[config.mk]
export PLATFORM = sky130hd
export DESIGN_NAME = alu_ft_result_monitor
export DESIGN_NICKNAME = d
export VERILOG_FILES = /design/src/rtl/alu_ft_pkg.sv /design/src/rtl/alu_ft_res_fifo.sv /design/src/rtl/alu_ft_result_monitor.sv
export SDC_FILE = /design/constraint.sdc
export NUM_CORES = 1
export LEC_CHECK = 0
export ABC_CLOCK_PERIOD_IN_PS = 4930
export CAP_MARGIN = 20
export CORE_ASPECT_RATIO = 2
export CORE_MARGIN = 2
export CORE_UTILIZATION = 39
export CTS_CLUSTER_DIAMETER = 100
export DETAILED_ROUTE_END_ITERATION = 12
export SKIP_CTS_REPAIR_TIMING = 1
export SYNTH_ARGS = -nofsm -noshare
export SYNTH_HDL_FRONTEND = slang
export SYNTH_SLANG_ARGS = --single-unit
[constraint.sdc]
create_clock -name clk -period 4.93 [get_ports clk]
set_clock_uncertainty 0.15 [all_clocks]
set_input_delay 1.479 -clock clk [delete_from_list [all_inputs] [get_ports clk]]
set_output_delay 1.479 -clock clk [all_outputs]
set_load 0.05 [all_outputs]
[src/rtl/alu_ft_pkg.sv]
// Shared types and constants for the ALU_ft result monitor and its result FIFO.
package alu_ft_pkg;

    // Health state of the monitored ALU; encoding is visible on mon_state.
    typedef enum logic [1:0] {
        StOk      = 2'd0,
        StSuspect = 2'd1,
        StAlarm   = 2'd2
    } mon_state_e;

    // Bit positions inside the 4-bit flag field: {Negative, OverFlow, Carry, Zero}.
    localparam int unsigned FlagZero     = 0;
    localparam int unsigned FlagCarry    = 1;
    localparam int unsigned FlagOverFlow = 2;
    localparam int unsigned FlagNegative = 3;

    // One buffered ALU_ft result: 32 + 4 + 1 = 37 bits.
    typedef struct packed {
        logic [31:0] result;
        logic [3:0]  flags;
        logic        fault;
    } res_entry_t;

    localparam int unsigned ResEntryW = $bits(res_entry_t);

    // Assemble the flag field in the fixed bit order above.
    function automatic logic [3:0] pack_flags(input logic zero, input logic carry,
                                              input logic overflow, input logic negative);
        logic [3:0] f;
        f               = '0;
        f[FlagZero]     = zero;
        f[FlagCarry]    = carry;
        f[FlagOverFlow] = overflow;
        f[FlagNegative] = negative;
        return f;
    endfunction

endpackage

[src/rtl/alu_ft_res_fifo.sv]
// Result FIFO: DEPTH entries, registered output (no fall-through), push on full
// only succeeds when a pop happens in the same cycle; otherwise the entry is dropped.
module alu_ft_res_fifo
    import alu_ft_pkg::*;
#(
    parameter int unsigned DEPTH = 4
) (
    input  logic       clk,
    input  logic       rst,
    input  logic       push_i,
    input  res_entry_t wdata_i,
    input  logic       pop_i,
    output logic       valid_o,
    output res_entry_t rdata_o,
    output logic       drop_o
);

    localparam int unsigned AddrW = (DEPTH > 1) ? $clog2(DEPTH) : 1;
    // Extra MSB distinguishes full from empty when the index bits match.
    localparam int unsigned PtrW  = AddrW + 1;

    res_entry_t        mem_q [DEPTH];
    logic [PtrW-1:0]   wr_ptr_q, wr_ptr_d;
    logic [PtrW-1:0]   rd_ptr_q, rd_ptr_d;
    logic              empty;
    logic              full;
    logic              pop_ok;
    logic              push_ok;

    // Occupancy decode and handshake qualification.
    always_comb begin
        empty   = (wr_ptr_q == rd_ptr_q);
        full    = (wr_ptr_q[AddrW-1:0] == rd_ptr_q[AddrW-1:0]) &&
                  (wr_ptr_q[AddrW] != rd_ptr_q[AddrW]);
        pop_ok  = pop_i && !empty;
        push_ok = push_i && (!full || pop_ok);
        drop_o  = push_i && full && !pop_ok;
        wr_ptr_d = push_ok ? wr_ptr_q + PtrW'(1) : wr_ptr_q;
        rd_ptr_d = pop_ok  ? rd_ptr_q + PtrW'(1) : rd_ptr_q;
    end

    // Head is only meaningful while valid; drive zeros otherwise.
    always_comb begin
        valid_o = !empty;
        rdata_o = empty ? '0 : mem_q[rd_ptr_q[AddrW-1:0]];
    end

    // Pointer registers; reset empties the FIFO.
    always_ff @(posedge clk or posedge rst) begin
        if (rst) begin
            wr_ptr_q <= '0;
            rd_ptr_q <= '0;
        end else begin
            wr_ptr_q <= wr_ptr_d;
            rd_ptr_q <= rd_ptr_d;
        end
    end

    // Storage write; contents need no reset since reads are masked while empty.
    always_ff @(posedge clk) begin
        if (push_ok) begin
            mem_q[wr_ptr_q[AddrW-1:0]] <= wdata_i;
        end
    end

endmodule

[src/rtl/alu_ft_result_monitor.sv]
// Buffers ALU_ft results and tracks fault health: OK / SUSPECT / ALARM state machine,
// saturating fault and drop counters, sticky overflow flag.
module alu_ft_result_monitor
    import alu_ft_pkg::*;
#(
    parameter int unsigned DEPTH        = 4,
    parameter int unsigned FAULT_THRESH = 3,
    parameter int unsigned CLEAN_RUN    = 8
) (
    input  logic        clk,
    input  logic        rst,
    input  logic        res_valid,
    input  logic [31:0] Result,
    input  logic        Zero,
    input  logic        Carry,
    input  logic        OverFlow,
    input  logic        Negative,
    input  logic        fault_detected_out,
    input  logic        clear_alarm,
    output logic        out_valid,
    input  logic        out_ready,
    output logic [31:0] out_result,
    output logic [3:0]  out_flags,
    output logic        out_fault,
    output logic [15:0] fault_count,
    output logic [7:0]  drop_count,
    output logic        overflow_sticky,
    output logic        alarm,
    output logic [1:0]  mon_state
);

    localparam int unsigned CfW = $clog2(FAULT_THRESH + 1);
    localparam int unsigned ClW = $clog2(CLEAN_RUN + 1);
    localparam logic [CfW-1:0] FaultThreshC = CfW'(FAULT_THRESH);
    localparam logic [ClW-1:0] CleanRunC    = ClW'(CLEAN_RUN);

    res_entry_t       wentry;
    res_entry_t       head;
    logic             fifo_valid;
    logic             fifo_drop;
    logic             pop;

    mon_state_e       state_q, state_d;
    logic [CfW-1:0]   consec_q, consec_d;
    logic [ClW-1:0]   clean_q, clean_d;
    logic [15:0]      fault_cnt_q, fault_cnt_d;
    logic [7:0]       drop_cnt_q, drop_cnt_d;
    logic             sticky_q, sticky_d;
    logic [CfW-1:0]   consec_inc;
    logic [ClW-1:0]   clean_inc;

    // Pack the incoming result into a FIFO entry.
    always_comb begin
        wentry        = '0;
        wentry.result = Result;
        wentry.flags  = pack_flags(Zero, Carry, OverFlow, Negative);
        wentry.fault  = fault_detected_out;
    end

    assign pop = fifo_valid & out_ready;

    alu_ft_res_fifo #(
        .DEPTH (DEPTH)
    ) u_fifo (
        .clk     (clk),
        .rst     (rst),
        .push_i  (res_valid),
        .wdata_i (wentry),
        .pop_i   (pop),
        .valid_o (fifo_valid),
        .rdata_o (head),
        .drop_o  (fifo_drop)
    );

    // Head of FIFO drives the consumer interface.
    always_comb begin
        out_valid  = fifo_valid;
        out_result = head.result;
        out_flags  = head.flags;
        out_fault  = head.fault;
    end

    // Counters and health state machine next-state; res_valid=0 leaves health untouched.
    always_comb begin
        state_d     = state_q;
        consec_d    = consec_q;
        clean_d     = clean_q;
        fault_cnt_d = fault_cnt_q;
        drop_cnt_d  = drop_cnt_q;
        sticky_d    = sticky_q;
        consec_inc  = consec_q + CfW'(1);
        clean_inc   = clean_q + ClW'(1);

        // Every faulty result counts, whatever happens to it in the FIFO.
        if (res_valid && fault_detected_out && (fault_cnt_q != 16'hFFFF)) begin
            fault_cnt_d = fault_cnt_q + 16'd1;
        end

        if (fifo_drop) begin
            sticky_d = 1'b1;
            if (drop_cnt_q != 8'hFF) begin
                drop_cnt_d = drop_cnt_q + 8'd1;
            end
        end

        unique case (state_q)
            StOk: begin
                if (res_valid && fault_detected_out) begin
                    consec_d = CfW'(1);
                    clean_d  = '0;
                    state_d  = (CfW'(1) == FaultThreshC) ? StAlarm : StSuspect;
                end
            end
            StSuspect: begin
                if (res_valid) begin
                    if (fault_detected_out) begin
                        consec_d = consec_inc;
                        clean_d  = '0;
                        if (consec_inc == FaultThreshC) begin
                            state_d = StAlarm;
                        end
                    end else begin
                        consec_d = '0;
                        clean_d  = clean_inc;
                        if (clean_inc == CleanRunC) begin
                            state_d = StOk;
                        end
                    end
                end
            end
            StAlarm: begin
                // A coincident faulty result is not carried into the new OK period.
                if (clear_alarm) begin
                    state_d  = StOk;
                    consec_d = '0;
                    clean_d  = '0;
                end
            end
            default: begin
                state_d  = StOk;
                consec_d = '0;
                clean_d  = '0;
            end
        endcase
    end

    // State and counter registers.
    always_ff @(posedge clk or posedge rst) begin
        if (rst) begin
            state_q     <= StOk;
            consec_q    <= '0;
            clean_q     <= '0;
            fault_cnt_q <= '0;
            drop_cnt_q  <= '0;
            sticky_q    <= 1'b0;
        end else begin
            state_q     <= state_d;
            consec_q    <= consec_d;
            clean_q     <= clean_d;
            fault_cnt_q <= fault_cnt_d;
            drop_cnt_q  <= drop_cnt_d;
            sticky_q    <= sticky_d;
        end
    end

    // Status outputs.
    always_comb begin
        fault_count     = fault_cnt_q;
        drop_count      = drop_cnt_q;
        overflow_sticky = sticky_q;
        alarm           = (state_q == StAlarm);
        mon_state       = state_q;
    end

endmodule
======== After elaboration in Yosys (flattened, before gate mapping) ========
Memory sizes are Yosys's and may differ from the RTL's.
Cells that the tools add are included.
cells by class
  add/subtract/negate cells ............... 6
  equality and inequality tests ........... 14
  muxes and demuxes ....................... 18
  bitwise gates (word level) .............. 1
  reductions and logical operators ........ 15
operator list
  operator                                        number
  two-way mux 37 bit                              1
  adder 16 x 1 -> 16 bit (second input constant)  1
  two-way mux 2 bit                               8
  two-way mux 4 bit                               4
  inequality test 16 bit (second input constant)  1
  one-hot mux 2 bit (3 select lines)              2
  one-hot mux 4 bit (3 select lines)              1
  adder 8 x 1 -> 8 bit (second input constant)    1
  inequality test 8 bit (second input constant)   1
  logical AND 1 bit                               7
  adder 3 x 1 -> 3 bit (second input constant)    2
  inequality test 2 bit (second input constant)   3
  inequality test 3 bit (second input constant)   2
  AND reduction 5 bit                             1
  adder 4 x 1 -> 4 bit (second input constant)    1
  == test 2 bit (second input constant)           2
  == test 4 bit (second input constant)           1
  == test 3 bit                                   1
  zero test 1 bit                                 3
  AND reduction 3 bit                             1
  adder 2 x 1 -> 2 bit (second input constant)    1
  == test 2 x 1 -> 1 bit (second input constant)  1
  == test 2 bit                                   1
  zero test 2 bit                                 1
  5 further kinds                                 6
storage, ports and cells
  bits in registers ....................... 39
  bits in writable memories ............... 148
  input bits .............................. 42
  output and inout port bits .............. 66
  word-level logic and storage cells ...... 63
  memories ................................ 1
memory list
  name          depth  bits a word  rd ports  clocked after memory_dff  write ports  line                   text
  u_fifo.mem_q  4      37           1         0                         1            alu_ft_res_fifo.sv:22  res_entry_t mem_q [DEPTH];

======== Depth between registers and ports, before layout ========
  depth after elaboration ................. 8
  depth in mapped cells ................... 5
  depth with buffers taken out ............ 5

======== Cells and area by module ========
From an unflattened synthesis, not the netlist that was laid out.
second synthesis, totals
  cells, all modules ...................... 432
  area total of the unflattened synthesis .. 7687.4 um^2
modules (own cells, without submodules)
  module                 instances  cells each  area an instance (um^2)  sequential area each (um^2)
  alu_ft_res_fifo        1          274         5993.2                   4594.4
  alu_ft_result_monitor  1          158         1694.1                   825.8

======== Worst setup path after synthesis ========
No wires, ideal clock.
  path kind ............................... flip-flop to output port
  start point ............................. register u_fifo.rd_ptr_q[2]
  end point ............................... output out_result[22]
  arrival ................................. 1936 ps
  required time ........................... 3301 ps
  path slack .............................. 1365 ps
  stages on the path, launching flop included .. 5
  buffers on the path ..................... 1
  path through ............................ dfrtp_1 -> xor2_2 -> nand3b_1 -> clkbuf_1 -> and2_1
between the ends
  cells in the longest elaborated chain, start to end .. 2
ends and longest elaborated chain
  what                      line                         text
  start: declaration        alu_ft_res_fifo.sv:24        logic [PtrW-1:0] rd_ptr_q, rd_ptr_d;
  start signal: assignment  alu_ft_res_fifo.sv:55        rd_ptr_q <= rd_ptr_d;
  == test 3 bit             alu_ft_res_fifo.sv:32        empty = (wr_ptr_q == rd_ptr_q);
  two-way mux 37 bit        alu_ft_res_fifo.sv:45        rdata_o = empty ? '0 : mem_q[rd_ptr_q[AddrW-1:0]];
  end: declaration          alu_ft_result_monitor.sv:22  output logic [31:0] out_result,
Every way passes these cells.

======== Worst setup path in the final report ========
  start point ............................. register u_fifo.rd_ptr_q[0]
  end point ............................... output out_result[1]
between the ends
  cells in the longest elaborated chain, start to end .. 2
  elaborated cells between the ends (all ways) .. 3
  classes of those cells .................. eq/ne (1); mux (1); memory (1)
ends and longest elaborated chain
  what                                                         line
  memory (4 x 37 bit) / == test 3 bit (equally long branches)  --
  two-way mux 37 bit (*)                                       alu_ft_res_fifo.sv:45
Every way passes the cells marked *; elsewhere a longest branch is shown, timed or not.

==> reports/metrics.csv <==
stage,metric,value,unit
status,outcome,"complete, no violations",
clock_tree,Root Driver,clkbuf_16,
clock_tree,total CTS buffers,17,
timing,Least-Margin Pin Slew,790,ps
critical_path,RR Endpoint,u_fifo.mem_q[0][13],
routing,drt drc,0,
floorplanning,num rows,72,
yosys,asr flop ratio synth,20.9,%
placement,DP HPWL,11100,microns
layout,fin cells,823,
critical_path,Critical Path AT,2470,ps
power,VDD IR max,0.000333,V
timing,setup TNS,0,ps
routing,WL/cell,19.5,microns
placement,Final GP Congestion,0.727,
yosys,"EDFF count, synth",148,
critical_path,critical path's slowest cell,mux4_2,
layout,share of post-route cells with drive strength above 1,22.9,%
critical_path,Setup CP Type,flop to primary output,
critical_path,worst setup path startpoint,u_fifo.rd_ptr_q[0],
routing,initial drt markers,167,
layout,Fill cells,1677,
floorplanning,die width,103,microns
yosys,sequential area share after synthesis,70.7,%
grt,number of global-route vias before repair,4542,
timing,Final setup viols,0,
routing,post-route ant nets,0,
run,Max Cap Viol,0,
placement,DP Worst Slack,985,ps
yosys,Ys Warns,0,
layout,NumNets Final,602,
timing,Slew headroom,47.3,%
critical_path,"setup slack, reg-to-reg",2540,ps
timing,max-slew violation count,0,
power,pwr dens,706,nW/um^2
floorplanning,Core ar.,19300,sq um
grt,largest net degree at the start of global routing,40,
clock_tree,CTS tree,done,
critical_path,Crit. End Element,primary output,
timing,WHS,327,ps
timing,final period demand of the worst path,4100,ps
grt,grt ovf,0,
critical_path,Crit path top cell by count,buf_4,
critical_path,crit path capture,out_result[1],
floorplanning,I/O pin total,108,
timing,RSZ-0062 raised after global routing,false,
critical_path,CP required,3300,ps
timing,Tcrit/Tclk final,83.2,%
grt,antenna violations before repair,0,
floorplanning,die footprint,20800,sq um
timing,setup ws final,827,ps
yosys,post-synthesis net count,480,
timing,Final Hold Vio Count,0,
floorplanning,DIE HEIGHT,202,microns
yosys,syn_area_per_cell,17.9,sq um
critical_path,R2R depth,4,
floorplanning,initial core utilization,39.7,%
placement,I/O Buffers,107,
clock_tree,CTS Buffer Depth,2,
grt,GRT Total Usage,16.5,%
clock_tree,Worst-Skew Late Latency,430,ps
yosys,Mapped Area,7660,sq um
yosys,Post-synth top flop,edfxtp_1,
power,Pleak,0.00341,uW
critical_path,worst r2r src,u_fifo.wr_ptr_q[0],
placement,Placed Instances,791,
critical_path,"critical path, cell by cell",buf_4 -> mux4_2 -> and2_1 -> buf_4,
yosys,Synth Instances,429,
clock_tree,"CTS clk-pin slew, worst paths",60,ps
routing,final WL,16000,microns
timing,fmax,244,MHz
grt,first-pass GRT wire length,25200,microns
layout,area delta synth->final,24.7,%
critical_path,"slowest stage delay, CP",630,ps
clock_tree,clk sinks,187,
layout,antenna diode count,0,
clock_tree,H-tree depth,4,
hold_path,Hold/Removal Path Class,flop to flop,
critical_path,crit path max fanout,39,
routing,via/cell ratio,5.09,
yosys,number of synthesized register bits,187,
yosys,Unique masters post-synth,52,
critical_path,crit start category,flop,
routing,routed vias,4185,
routing,1st-pass router iterations,4,
[worst min path at each step]
stage / start / cells past startpoint / to
5_1_grt: consec_q[0] / 1 / consec_q[0]
4_1_cts: overflow_sticky / 1 / overflow_sticky
6_report: overflow_sticky / 1 / overflow_sticky
2_1_floorplan: consec_q[0] / 1 / consec_q[0]
3_5_place_dp: overflow_sticky / 1 / overflow_sticky
3_3_place_gp: overflow_sticky / 1 / overflow_sticky
[registers in the layout, indices dropped and copies added (netlist names)]
register	count
clean_q	4
consec_q	2
drop_count	8
fault_count	16
mon_state	2
overflow_sticky	1
u_fifo.mem_q	148
u_fifo.rd_ptr_q	3
u_fifo.wr_ptr_q	3
[synth_stat cells, drive strengths merged (2+ instances only)]
cell | number | area share, %
xnor2 | 12 | 1.6
nor4 | 2 | 0.44
and4 | 3 | 0.34
mux4 | 37 | 11
edfxtp | 148 | 58
nand4 | 8 | 0.93
o31ai | 3 | 0.29
nand3b | 2 | 0.20
ha | 9 | 1.5
nor3b | 2 | 0.20
clkbuf | 4 | 0.21
dfrtp | 39 | 13
o21a | 3 | 0.29
nor2b | 3 | 0.25
a41oi | 2 | 0.33
xor2 | 11 | 1.4
nand2 | 11 | 0.54
o21ai | 9 | 0.59
nand3 | 12 | 0.78
inv | 9 | 0.44
mux2 | 3 | 0.44
nor2 | 14 | 0.69
nor3 | 4 | 0.26
or3b | 2 | 0.23
a21oi | 8 | 0.52
nand2b | 2 | 0.16
or2 | 2 | 0.16
buf | 12 | 0.98
and2 | 41 | 3.3
[area by class of cell]
type | count | area, sq um | share of cell area [%]
sequential | 187 | 5420 | 56.8
inverter | 9 | 33.8 | 0.354
clock inverter | 13 | 150 | 1.57
timing repair buffer | 119 | 1070 | 11.2
tap | 259 | 324 | 3.39
clock buffer | 19 | 433 | 4.53
multi-input combinational | 217 | 2120 | 22.2
[logic make-up (layout without fill, tap and decap cells)]
kind of cell               count (synthesis)  in the layout  synth area share, %
AOI/OAI and AO/OA                         33             33                 2.92
xor gates and xnor gates                  23             23                 2.92
adders and majority gates                  9              9                 1.47
buffers and inverters                     25            160                 1.63
DFF                                      187            187                 70.7
muxes                                     40             40                 11.3
and+or+nand+nor                          112            112                 8.98
[layer usage]
| layer | routed length, microns | global-route usage, % |
|---|---|---|
| met1 | 5540 | 16.6 |
| met3 | 688 | 4.01 |
| met5 | 0 | 0 |
| met2 | 9390 | 31.1 |
| met4 | 399 | 6.63 |
[per-stage QoR]
stage          area [sq um]  util [%]  power (uW)
3_5_place_dp           8970      46.5        5490
5_1_grt                9550      49.6        7050
4_1_cts                9550      49.6        6850
6_report               9550      49.6        6740
2_1_floorplan          7660         -        4520
3_3_place_gp           8970      46.5        5440
[power breakdown]
part / total (uW) / switching (uW) / internal [uW]
clock network: 1350 / 554 / 792
registers: 2210 / 149 / 2060
logic: 3180 / 2080 / 1100
[worst max-delay path: cells and delay by family (launching register included)]
| kind | cells | cell delay, ps |
|---|---|---|
| buffers and inverters | 2 | 810 |
| muxes | 1 | 630 |
| DFF | 1 | 380 |
| and+or+nand+nor | 1 | 180 |
[placed cells by master, fill, tap and decap left out, types with 4 or more instances in the layout]
cell type and n:
edfxtp_1 148, clkdlybuf4s50_1 70, buf_4 49, mux4_2 37, and2_1 37, dfrtp_1 37, clkbuf_16 17, nor2_1 14
nand3_1 12, nand2_1 11, xnor2_1 10, xor2_1 10, inv_1 9, ha_1 9, o21ai_0 8, a21oi_1 8
nand4_1 6, nor3_1 4, and2_2 4
Power figures use the tool's default switching activity.
==> RTL change: new RTL, config.mk and constraints unchanged <==
`DEPTH` is set to 4 in 2 places; all go to 2.
--- a/src/rtl/alu_ft_res_fifo.sv
+++ b/src/rtl/alu_ft_res_fifo.sv
@@ -3,7 +3,7 @@
 module alu_ft_res_fifo
     import alu_ft_pkg::*;
 #(
-    parameter int unsigned DEPTH = 4
+    parameter int unsigned DEPTH = 2
 ) (
     input  logic       clk,
     input  logic       rst,
--- a/src/rtl/alu_ft_result_monitor.sv
+++ b/src/rtl/alu_ft_result_monitor.sv
@@ -3,7 +3,7 @@
 module alu_ft_result_monitor
     import alu_ft_pkg::*;
 #(
-    parameter int unsigned DEPTH        = 4,
+    parameter int unsigned DEPTH        = 2,
     parameter int unsigned FAULT_THRESH = 3,
     parameter int unsigned CLEAN_RUN    = 8
 ) (
Function: changed (a bounded check fails within 4 cycles, from zero or initial values and one cycle with rst high).
==> RTL change against the original RTL <==
Routed wire length shrank 38%; sequential cell count down 76; worst setup slack got worse by 0.10 ns; synthesized area down 37%; critical path depth grew 2; synthesized cell count shrank 20%; die area fell by 36%; design area shrank 33%; highest routed layer unchanged.
Power is left out: the tool's default activity adds up to more than one toggle a clock period on the data nets, which glitch-free logic cannot reach.
==> RTL change: results (changes against the original RTL) <==
| Metric | Value |
|---|---|
| Status | finished, final reports clean |
| Reg2Reg Depth | 4 (unchanged) |
| DRC violations left | 0 (unchanged) |
| Rel. slew slack | 39.3% (-8.0 points) |
| Reg2reg setup slack | 2.46 ns (-0.08 ns) |
| Vias/cell | 5.09 (about the same) |
| GRT met3 Usage | 3.63% (-0.38 points) |
| TritonCTS buffer count | 9 (-8) |
| Root Buffer | clkbuf_16 |
| Largest net degree at the start of global routing | 39 (-2.5%) |
| I/O Buffers | 107 (unchanged) |
| Origin of the critical flop-to-flop path | u_fifo.rd_ptr_q[0]$_DFFE_PP0P_ |
| Slowest CP cell | clkdlybuf4s50_1 |
| Max incr delay on CP | 0.82 ns (+0.19 ns) |
| Syn Nets | 388 (-19%) |
| Clk Latency, worst-skew pair | 0.34 ns (-0.09 ns) |
| Number of global-route vias before repair | 3242 (-29%) |
| H-Tree Depth | 3 (-1) |
| Initial DRC count | 130 (-22%) |
| Tot GR Track Use | 15.9% (-0.57 points) |
| Post-synthesis sequential area ratio | 65.4% (-5.3 points) |
| Hold Path Origin | overflow_sticky$_DFFE_PP0P_ |
| DR WL/cell | 16.5 um (-15%) |
| RR Endpoint | u_fifo.mem_q[1][17]$_DFFE_PP_ |
| Detailed Place HPWL | 7050 um (-37%) |
| GP Congestion | 0.733 (+0.88%) |
| Tightest Hold Check Type | reg2reg |
| Final-stage net count | 498 (-17%) |
| Met2 usage | 30.1% (-0.94 points) |
| Yosys cell types | 50 (-3.8%) |
| First-pass GRT wire length | 16000 um (-37%) |
| DR pass1 iterations | 4 (unchanged) |
| Initial antenna violation count | 0 (unchanged) |
| Antenna Cells | 0 (unchanged) |
| Area contributors post-synth | edfxtp_1 (46%), dfrtp_1 (19%), mux2i_1 (7.7%) |
| Clock slew at reported path FFs | 0.07 ns |
| Fill count | 1074 (-36%) |
| Post-synth EDFFs | 74 (-50%) |
| Crit path to | out_result[24] |
| Max reg flops | 74 (-50%) |
| Share of layout cells above drive strength 1 | 9.63% (-13 points) |
| FFs w/ async S/R, synth | 33.3% (+12 points) |
| Met1 GRT Util | 16.7% (+0.066 points) |
| Crit-path max FO | 38 (-2.6%) |
| Commonest cells post-synth | edfxtp_1 (74), nor2_1 (45), dfrtp_1 (37), mux2i_1 (37), xor2_1 (19) |
-- RTL change: critical path: cells and delay by family, from the launching register on --
family,cells,cell delay [ns]
xor+xnor,1,0.25
simple gates,2,0.24
buf+inv,3,1.38
flops,1,0.35
-- RTL change: stage by stage --
| stage | hold slack [ns] | util (%) | setup WS, ns | cell area, um^2 | instances |
|---|---|---|---|---|---|
| CTS | 0.332 | 52.4 | 0.691 | 6350 | 604 |
| global route | 0.341 | 52.4 | 0.580 | 6350 | 604 |
| floorplan | 0.297 | - | 1.09 | 4810 | 342 |
| global placement | 0.307 | 49.9 | 1.07 | 6050 | 588 |
| finish | 0.325 | 52.4 | 0.727 | 6350 | 604 |
| detailed placement | 0.311 | 49.9 | 1.07 | 6050 | 588 |
-- RTL change: cells by family (layout without fill, tap and decap cells) --
family | after synthesis | in the layout | share of synthesized area [%]
simple gates | 112 | 112 | 13.4
xor+xnor | 27 | 27 | 5.46
flops | 111 | 111 | 65.4
buf+inv | 20 | 135 | 2.00
fa+ha+maj | 4 | 4 | 1.04
mux | 39 | 39 | 8.32
compound gates | 29 | 29 | 4.39
-- RTL change: area by class of cell --
type	instances	share of cell area (%)
Timing Repair Buffer	112	17.4
Tap cell	147	2.89
Sequential cell	111	49.6
Multi-Input combinational cell	211	24.9
Clock buffer	10	3.60
Inverter	7	0.414
Clock inverter	6	1.22
-- RTL change: layer usage --
layer	vias up	wire length, um
met2	87	5640
li1	1471	-
met1	1505	3680
met5	-	0
met4	0	131
met3	9	516
